$ cat src/rtl/host_msg_pkg.sv
// Shared types and constants for the host word transmit path.
// Frame layout is fixed 8N1: one start bit, eight data bits, one stop bit.
package host_msg_pkg;

    typedef enum logic [1:0] {
        IDLE,
        START,
        DATA,
        STOP
    } tx_state_t;

    localparam int CHAR_W         = 8;
    localparam int BITS_PER_FRAME = 10;

endpackage

$ cat src/rtl/host_msg_tx_if.sv
// Host-side bus of the word transmitter: request/word/abort in, line and status out.
interface host_msg_tx_if #(
    parameter int NUM_CHARS = 5
);
    import host_msg_pkg::*;

    logic                        send;
    logic [CHAR_W*NUM_CHARS-1:0] temp_word;
    logic                        gameEnd_host;
    logic                        tx_serial;
    logic                        busy;
    logic                        tx_done;

    modport master (
        output send,
        output temp_word,
        output gameEnd_host,
        input  tx_serial,
        input  busy,
        input  tx_done
    );

    modport slave (
        input  send,
        input  temp_word,
        input  gameEnd_host,
        output tx_serial,
        output busy,
        output tx_done
    );

endinterface

$ cat src/rtl/host_msg_tx_uart_byte_tx.sv
// Byte-level 8N1 serializer with baud counter; chains frames back-to-back
// when told more characters follow, so there is no gap between characters.
module uart_byte_tx
    import host_msg_pkg::*;
#(
    parameter int CLKS_PER_BIT = 4
) (
    input  logic              clk,
    input  logic              rst,
    input  logic              abort,
    input  logic              start,
    input  logic              chain,
    input  logic [CHAR_W-1:0] data_in,
    output logic              tx_serial,
    output logic              idle,
    output logic              frame_end
);

    localparam int BAUD_W = (CLKS_PER_BIT > 1) ? $clog2(CLKS_PER_BIT) : 1;
    localparam int BIT_W  = $clog2(CHAR_W);
    localparam logic [BAUD_W-1:0] BAUD_LAST = BAUD_W'(CLKS_PER_BIT - 1);
    localparam logic [BIT_W-1:0]  BIT_LAST  = BIT_W'(CHAR_W - 1);

    tx_state_t         state_reg, state_next;
    logic [BAUD_W-1:0] baud_cnt_reg, baud_cnt_next;
    logic [BIT_W-1:0]  bit_cnt_reg, bit_cnt_next;
    logic [CHAR_W-1:0] shift_reg, shift_next;
    logic              tx_serial_reg, tx_serial_next;
    logic              baud_last;

    assign baud_last = (baud_cnt_reg == BAUD_LAST);
    assign idle      = (state_reg == IDLE);
    assign frame_end = (state_reg == STOP) && baud_last;
    assign tx_serial = tx_serial_reg;

    always_ff @(posedge clk) begin
        if (rst) begin
            state_reg     <= IDLE;
            baud_cnt_reg  <= '0;
            bit_cnt_reg   <= '0;
            shift_reg     <= '0;
            tx_serial_reg <= 1'b1;
        end else begin
            state_reg     <= state_next;
            baud_cnt_reg  <= baud_cnt_next;
            bit_cnt_reg   <= bit_cnt_next;
            shift_reg     <= shift_next;
            tx_serial_reg <= tx_serial_next;
        end
    end

    always_comb begin
        state_next     = state_reg;
        baud_cnt_next  = baud_cnt_reg;
        bit_cnt_next   = bit_cnt_reg;
        shift_next     = shift_reg;
        tx_serial_next = 1'b1;

        case (state_reg)
            IDLE: begin
                if (start) begin
                    state_next    = START;
                    baud_cnt_next = '0;
                end
            end
            START: begin
                if (baud_last) begin
                    baud_cnt_next = '0;
                    bit_cnt_next  = '0;
                    shift_next    = data_in;
                    state_next    = DATA;
                end else begin
                    baud_cnt_next = baud_cnt_reg + BAUD_W'(1);
                end
            end
            DATA: begin
                if (baud_last) begin
                    baud_cnt_next = '0;
                    shift_next    = shift_reg >> 1;
                    if (bit_cnt_reg == BIT_LAST) begin
                        state_next = STOP;
                    end else begin
                        bit_cnt_next = bit_cnt_reg + BIT_W'(1);
                    end
                end else begin
                    baud_cnt_next = baud_cnt_reg + BAUD_W'(1);
                end
            end
            STOP: begin
                if (baud_last) begin
                    baud_cnt_next = '0;
                    state_next    = chain ? START : IDLE;
                end else begin
                    baud_cnt_next = baud_cnt_reg + BAUD_W'(1);
                end
            end
            default: state_next = IDLE;
        endcase

        if (abort) begin
            state_next    = IDLE;
            baud_cnt_next = '0;
            bit_cnt_next  = '0;
            shift_next    = '0;
        end

        // Line is registered from the next state so it lines up with busy.
        case (state_next)
            START:   tx_serial_next = 1'b0;
            DATA:    tx_serial_next = shift_next[0];
            default: tx_serial_next = 1'b1;
        endcase
    end

endmodule

$ cat src/rtl/host_msg_tx.sv
// Serializes the captured host word MSB character first over one 8N1 line,
// reporting busy/tx_done; gameEnd_host aborts the word in flight.
module host_msg_tx
    import host_msg_pkg::*;
#(
    parameter int CLKS_PER_BIT = 4,
    parameter int NUM_CHARS    = 5
) (
    input  logic         clk,
    input  logic         rst,
    host_msg_tx_if.slave bus
);

    localparam int WORD_W = CHAR_W * NUM_CHARS;
    localparam int IDX_W  = (NUM_CHARS > 1) ? $clog2(NUM_CHARS) : 1;
    localparam logic [IDX_W-1:0] IDX_LAST = IDX_W'(NUM_CHARS - 1);

    logic [WORD_W-1:0] word_reg, word_next, word_shifted;
    logic [IDX_W-1:0]  char_idx_reg, char_idx_next;
    logic              tx_done_reg, tx_done_next;
    logic              abort;
    logic              accept;
    logic              more_chars;
    logic              byte_idle;
    logic              frame_end;
    logic              tx_line;

    assign abort      = bus.gameEnd_host;
    assign more_chars = (char_idx_reg != IDX_LAST);
    assign accept     = byte_idle && bus.send && !abort;

    // Next character moves into the top lane; bottom lane fills with zero.
    generate
        for (genvar gi = 0; gi < NUM_CHARS; gi++) begin : g_lane
            if (gi == 0) begin : g_bottom
                assign word_shifted[CHAR_W-1:0] = '0;
            end else begin : g_upper
                assign word_shifted[gi*CHAR_W +: CHAR_W] = word_reg[(gi-1)*CHAR_W +: CHAR_W];
            end
        end
    endgenerate

    uart_byte_tx #(
        .CLKS_PER_BIT(CLKS_PER_BIT)
    ) u_byte_tx (
        .clk      (clk),
        .rst      (rst),
        .abort    (abort),
        .start    (bus.send),
        .chain    (more_chars),
        .data_in  (word_reg[WORD_W-1 -: CHAR_W]),
        .tx_serial(tx_line),
        .idle     (byte_idle),
        .frame_end(frame_end)
    );

    always_ff @(posedge clk) begin
        if (rst) begin
            word_reg     <= '0;
            char_idx_reg <= '0;
            tx_done_reg  <= 1'b0;
        end else begin
            word_reg     <= word_next;
            char_idx_reg <= char_idx_next;
            tx_done_reg  <= tx_done_next;
        end
    end

    always_comb begin
        word_next     = word_reg;
        char_idx_next = char_idx_reg;
        tx_done_next  = 1'b0;

        if (abort) begin
            char_idx_next = '0;
        end else if (accept) begin
            word_next     = bus.temp_word;
            char_idx_next = '0;
        end else if (frame_end) begin
            if (more_chars) begin
                word_next     = word_shifted;
                char_idx_next = char_idx_reg + IDX_W'(1);
            end else begin
                tx_done_next = 1'b1;
            end
        end
    end

    assign bus.tx_serial = tx_line;
    assign bus.busy      = !byte_idle;
    assign bus.tx_done   = tx_done_reg;

endmodule

$ cat src/flat_wrapper.sv
// flat-port wrapper written by rule: the top's interface ports become plain ports
module host_msg_tx_flat import host_msg_pkg::*;
#(
    parameter int CLKS_PER_BIT = 4,
    parameter int NUM_CHARS    = 5
)
  (clk, rst, bus_send, bus_temp_word, bus_gameEnd_host, bus_tx_serial, bus_busy, bus_tx_done);
  host_msg_tx_if #(.NUM_CHARS(NUM_CHARS)) bus_i ();
  input  logic clk;
  input  logic rst;
  input wire logic [$bits(bus_i.send)-1:0] bus_send;
  input wire logic [$bits(bus_i.temp_word)-1:0] bus_temp_word;
  input wire logic [$bits(bus_i.gameEnd_host)-1:0] bus_gameEnd_host;
  output wire logic [$bits(bus_i.tx_serial)-1:0] bus_tx_serial;
  output wire logic [$bits(bus_i.busy)-1:0] bus_busy;
  output wire logic [$bits(bus_i.tx_done)-1:0] bus_tx_done;
  assign bus_i.send = bus_send;
  assign bus_i.temp_word = bus_temp_word;
  assign bus_i.gameEnd_host = bus_gameEnd_host;
  assign bus_tx_serial = bus_i.tx_serial;
  assign bus_busy = bus_i.busy;
  assign bus_tx_done = bus_i.tx_done;
  host_msg_tx #(.CLKS_PER_BIT(CLKS_PER_BIT), .NUM_CHARS(NUM_CHARS)) u_core (.clk(clk), .rst(rst), .bus(bus_i));
endmodule
$ cat config.mk
export PLATFORM = sky130hd
export DESIGN_NAME = host_msg_tx_flat
export DESIGN_NICKNAME = d
export VERILOG_FILES = /design/src/rtl/host_msg_pkg.sv /design/src/rtl/host_msg_tx_if.sv /design/src/rtl/host_msg_tx_uart_byte_tx.sv /design/src/rtl/host_msg_tx.sv /design/src/flat_wrapper.sv
export SDC_FILE = /design/constraint.sdc
export NUM_CORES = 1
export LEC_CHECK = 0
export CAP_MARGIN = 20
export CORE_UTILIZATION = 50
export CTS_CLUSTER_DIAMETER = 150
export DETAILED_ROUTE_END_ITERATION = 8
export PLACE_DENSITY_LB_ADDON = 0.08
export SLEW_MARGIN = 20
export SYNTH_ARGS = -nofsm -noshare
export SYNTH_HDL_FRONTEND = slang
export SYNTH_SLANG_ARGS = --single-unit
$ cat constraint.sdc
create_clock -name clk -period 2.1 [get_ports clk]
set_input_delay 0.315 -clock clk [delete_from_list [all_inputs] [get_ports clk]]
set_output_delay 0.315 -clock clk [all_outputs]
set_load 0.01 [all_outputs]
==> results.yml <==
die:
  start_util: 0.520
  dieArea_mm2: 0.00607
  die_x_um: 77.9
  io_pins: 47
  rows: 27
  die-height_um: 77.9
  coreArea_mm2: 0.00554
clocking:
  post_cts_buffers: 0
  cts_root_buffer: "clkbuf_8"
  clk_pin_slew_ns: 0.06
  numClockSinks: 60
  tritoncts: "built"
  cts-buffers-inserted: 9
  clock_latency_ns: 0.32
  htreeDepth: 3
  cts_buffer_depth: 2
global_routing:
  grt.total_usage: 0.209
  overflow: 0
  grt_start_max_net_pins: 46
  grt_pass1_wl_um: 9980
  antenna_found_initial: 0
  grt_pass1_vias: 2259
finish:
  utilization: 0.643
  drive_gt1_frac: 0.163
  instances_no_fill: 440
  layout_common_cells: "nand2_1 (69), nor2_1 (59), dfxtp_1 (59)"
  n_fill_cell: 483
  num_antenna_cells: 0
  area_growth_pct: 23.6
  largest_reg_flops: 40
  fin_nets: 419
  fin_area_mm2: 0.00356
  final_common_cell: "nand2_1"
synthesis:
  ys_ff_latch: 60
  synth_cell_types: 40
  yosysSeqAreaShare: 0.417
  syn_area_mm2: 0.00288
  syn-mean-instance-area_um2: 8.95
  synth-edff-count: 0
  synth_cells: 322
  syn_nets: 376
  synth_ff_type: "dfxtp_1"
  yosys_warnings: 0
  ys_async_sr_fraction: 0
route:
  routed_wl_um: 5660
  final_antenna_net_count: 0
  vias: 2352
  wl_per_cell_um: 12.9
  drt-pass1-iter-count: 4
  viasPerCell: 5.35
  drt_iter0_drc: 157
  drc: 0
sta:
  finalCritPeriodShare: 0.941
  maxSlewHeadroom: 0.578
  skew_ns: 0.00462
  fmax_ghz: 0.506
  worstMarginPinSlew_ns: 0.633
  setup_viol: 0
  final.setup.tns_ns: 0
  rsz0062_at_grt: "no"
  report.final.slew_viol_count: 0
  fin_crit_ns: 1.98
  finalHoldViolations: 0
flow_run:
  cap_violations: 0
power_and_ir_drop:
  pwr-share-clk: 0.352
  seq_power_share: 0.505
  power.leakage_nw: 1.23
  p_int_mw: 1.81
  pwr-share-comb: 0.143
  switching_power_uw: 604
  vdd_drop_max_v: 0.000340
  p_sw_frac: 0.251
  power_density_mw_per_mm2: 677
critical_path:
  end_kind: "output port"
  timing.rr.end: "u_core.u_byte_tx.tx_serial$_SDFF_PP1_"
  crit_path_max_fanout: 5
  crit_arrival_ns: 1.66
  crit_path_start_kind: "register"
  rrSetupSlack_ns: 0.20
  worstRegToRegCells: 6
  r2r-start: "u_core.u_byte_tx.state_reg[0]$_SDFF_PP0_"
  required_ns: 1.78
  path_class: "reg2out"
placed_design:
  gp_congestion: 0.781
  dpl.hpwl_um: 3890
  io_buffers: 46
  dpl-instance-area_mm2: 0.00340
  place_inst: 426
min_path:
  holdPathStages: 4
  min-delay-start: "rst"
  hold_end: "u_core.char_idx_reg[0]$_SDFFE_PP0P_"
  hp-class: "in2reg"
run_status:
  status: "finished, final reports clean"
stage by stage:
step	worst slack [ns]	hold WS [ns]	total power, mW
after global placement	0.158	0.473	1.58
after CTS	0.0545	0.456	2.43
final	0.125	0.477	2.41
after detailed placement	0.0864	0.479	1.59
after global routing	0.0534	0.489	2.54
after floorplan	0.443	0.459	1.46
kinds of logic (layout without fill, tap and decap cells):
kind of cell    count (synthesis)  after routing  share of synthesized area
fa+ha+maj                      10             10                     0.0434
mux                             3              3                     0.0109
flops                          60             60                      0.417
compound gates                 68             68                      0.257
buf+inv                        32             78                     0.0599
simple gates                  147            147                      0.206
xor+xnor                        2              2                    0.00608
worst max-delay path: stages (launching register included):
cell and delay (ns):
dfxtp_1 0.41, inv_1 0.10, ha_1 0.22, inv_1 0.08, clkdlybuf4s50_1 0.53
layout make-up:
type / count / area, um^2 / share of cell area
Tap cell: 72 / 90.1 / 0.0253
Clock buffer: 11 / 141 / 0.0397
Inverter: 7 / 26.3 / 0.00738
Timing Repair Buffer: 57 / 576 / 0.162
Clock inverter: 3 / 15.0 / 0.00421
Sequential cell: 60 / 1200 / 0.338
Multi-Input combinational cell: 230 / 1510 / 0.424
how the worst max path moves through the flow:
stage,start,to,slack [ns],depth (start not counted)
final,u_core.u_byte_tx.state_reg[1]$_SDFF_PP0_,bus_busy,0.12,4
after floorplan,u_core.u_byte_tx.state_reg[0]$_SDFF_PP0_,u_core.u_byte_tx.tx_serial$_SDFF_PP1_,0.44,7
after detailed placement,bus_send,u_core.word_reg[6]$_SDFFE_PP0P_,0.09,7
after global routing,u_core.u_byte_tx.state_reg[1]$_SDFF_PP0_,bus_busy,0.05,4
after CTS,u_core.u_byte_tx.state_reg[0]$_SDFF_PP0_,bus_busy,0.05,4
after global placement,bus_send,u_core.word_reg[0]$_SDFFE_PP0P_,0.16,7
routing by layer:
layer / vias to the layer above / global-route usage / wire length, um
met3: 6 / 0.0447 / 229
met2: 53 / 0.332 / 2590
met5: - / 0 / 0
met1: 1069 / 0.266 / 2770
li1: 1224 / - / -
met4: 0 / 0.111 / 66
synth_stat cells (2+ instances only):
library cell  instances  area, um^2
nor2b_1               3        18.8
a311oi_2             28         420
and3_1                2        12.5
inv_1                 6        22.5
nand2_1              69         259
a222oi_1              6        60.1
mux2i_1               2        20.0
a21oi_1               5        25.0
nor2_1               60         225
buf_6                 5        56.3
a22oi_1              12        90.1
buf_2                 3        15.0
a311oi_1              4        35.0
buf_4                 3        22.5
dfxtp_1              60        1200
ha_1                 10         125
nand3_1               2        10.0
clkbuf_1             14        52.6
a22o_1                3        26.3
nand2b_1              2        12.5
nor3_1                4        20.0
what timing repair did:
| item | in CTS | in global routing |
|---|---|---|
| resized for setup | 0 | 1 |
| setup endpoints to repair | 0 | 1 |
| hold buffers | 0 | 0 |
power groups by stage:
stage	clock, mW	sequential, mW	combinational (mW)
detailed placement	0	1.24	0.347
CTS	0.869	1.22	0.348
floorplan	0	1.24	0.220
global placement	0	1.24	0.342
global route	0.934	1.22	0.382
finish	0.848	1.22	0.345
Note: power is estimated with default switching activity, not from simulation.
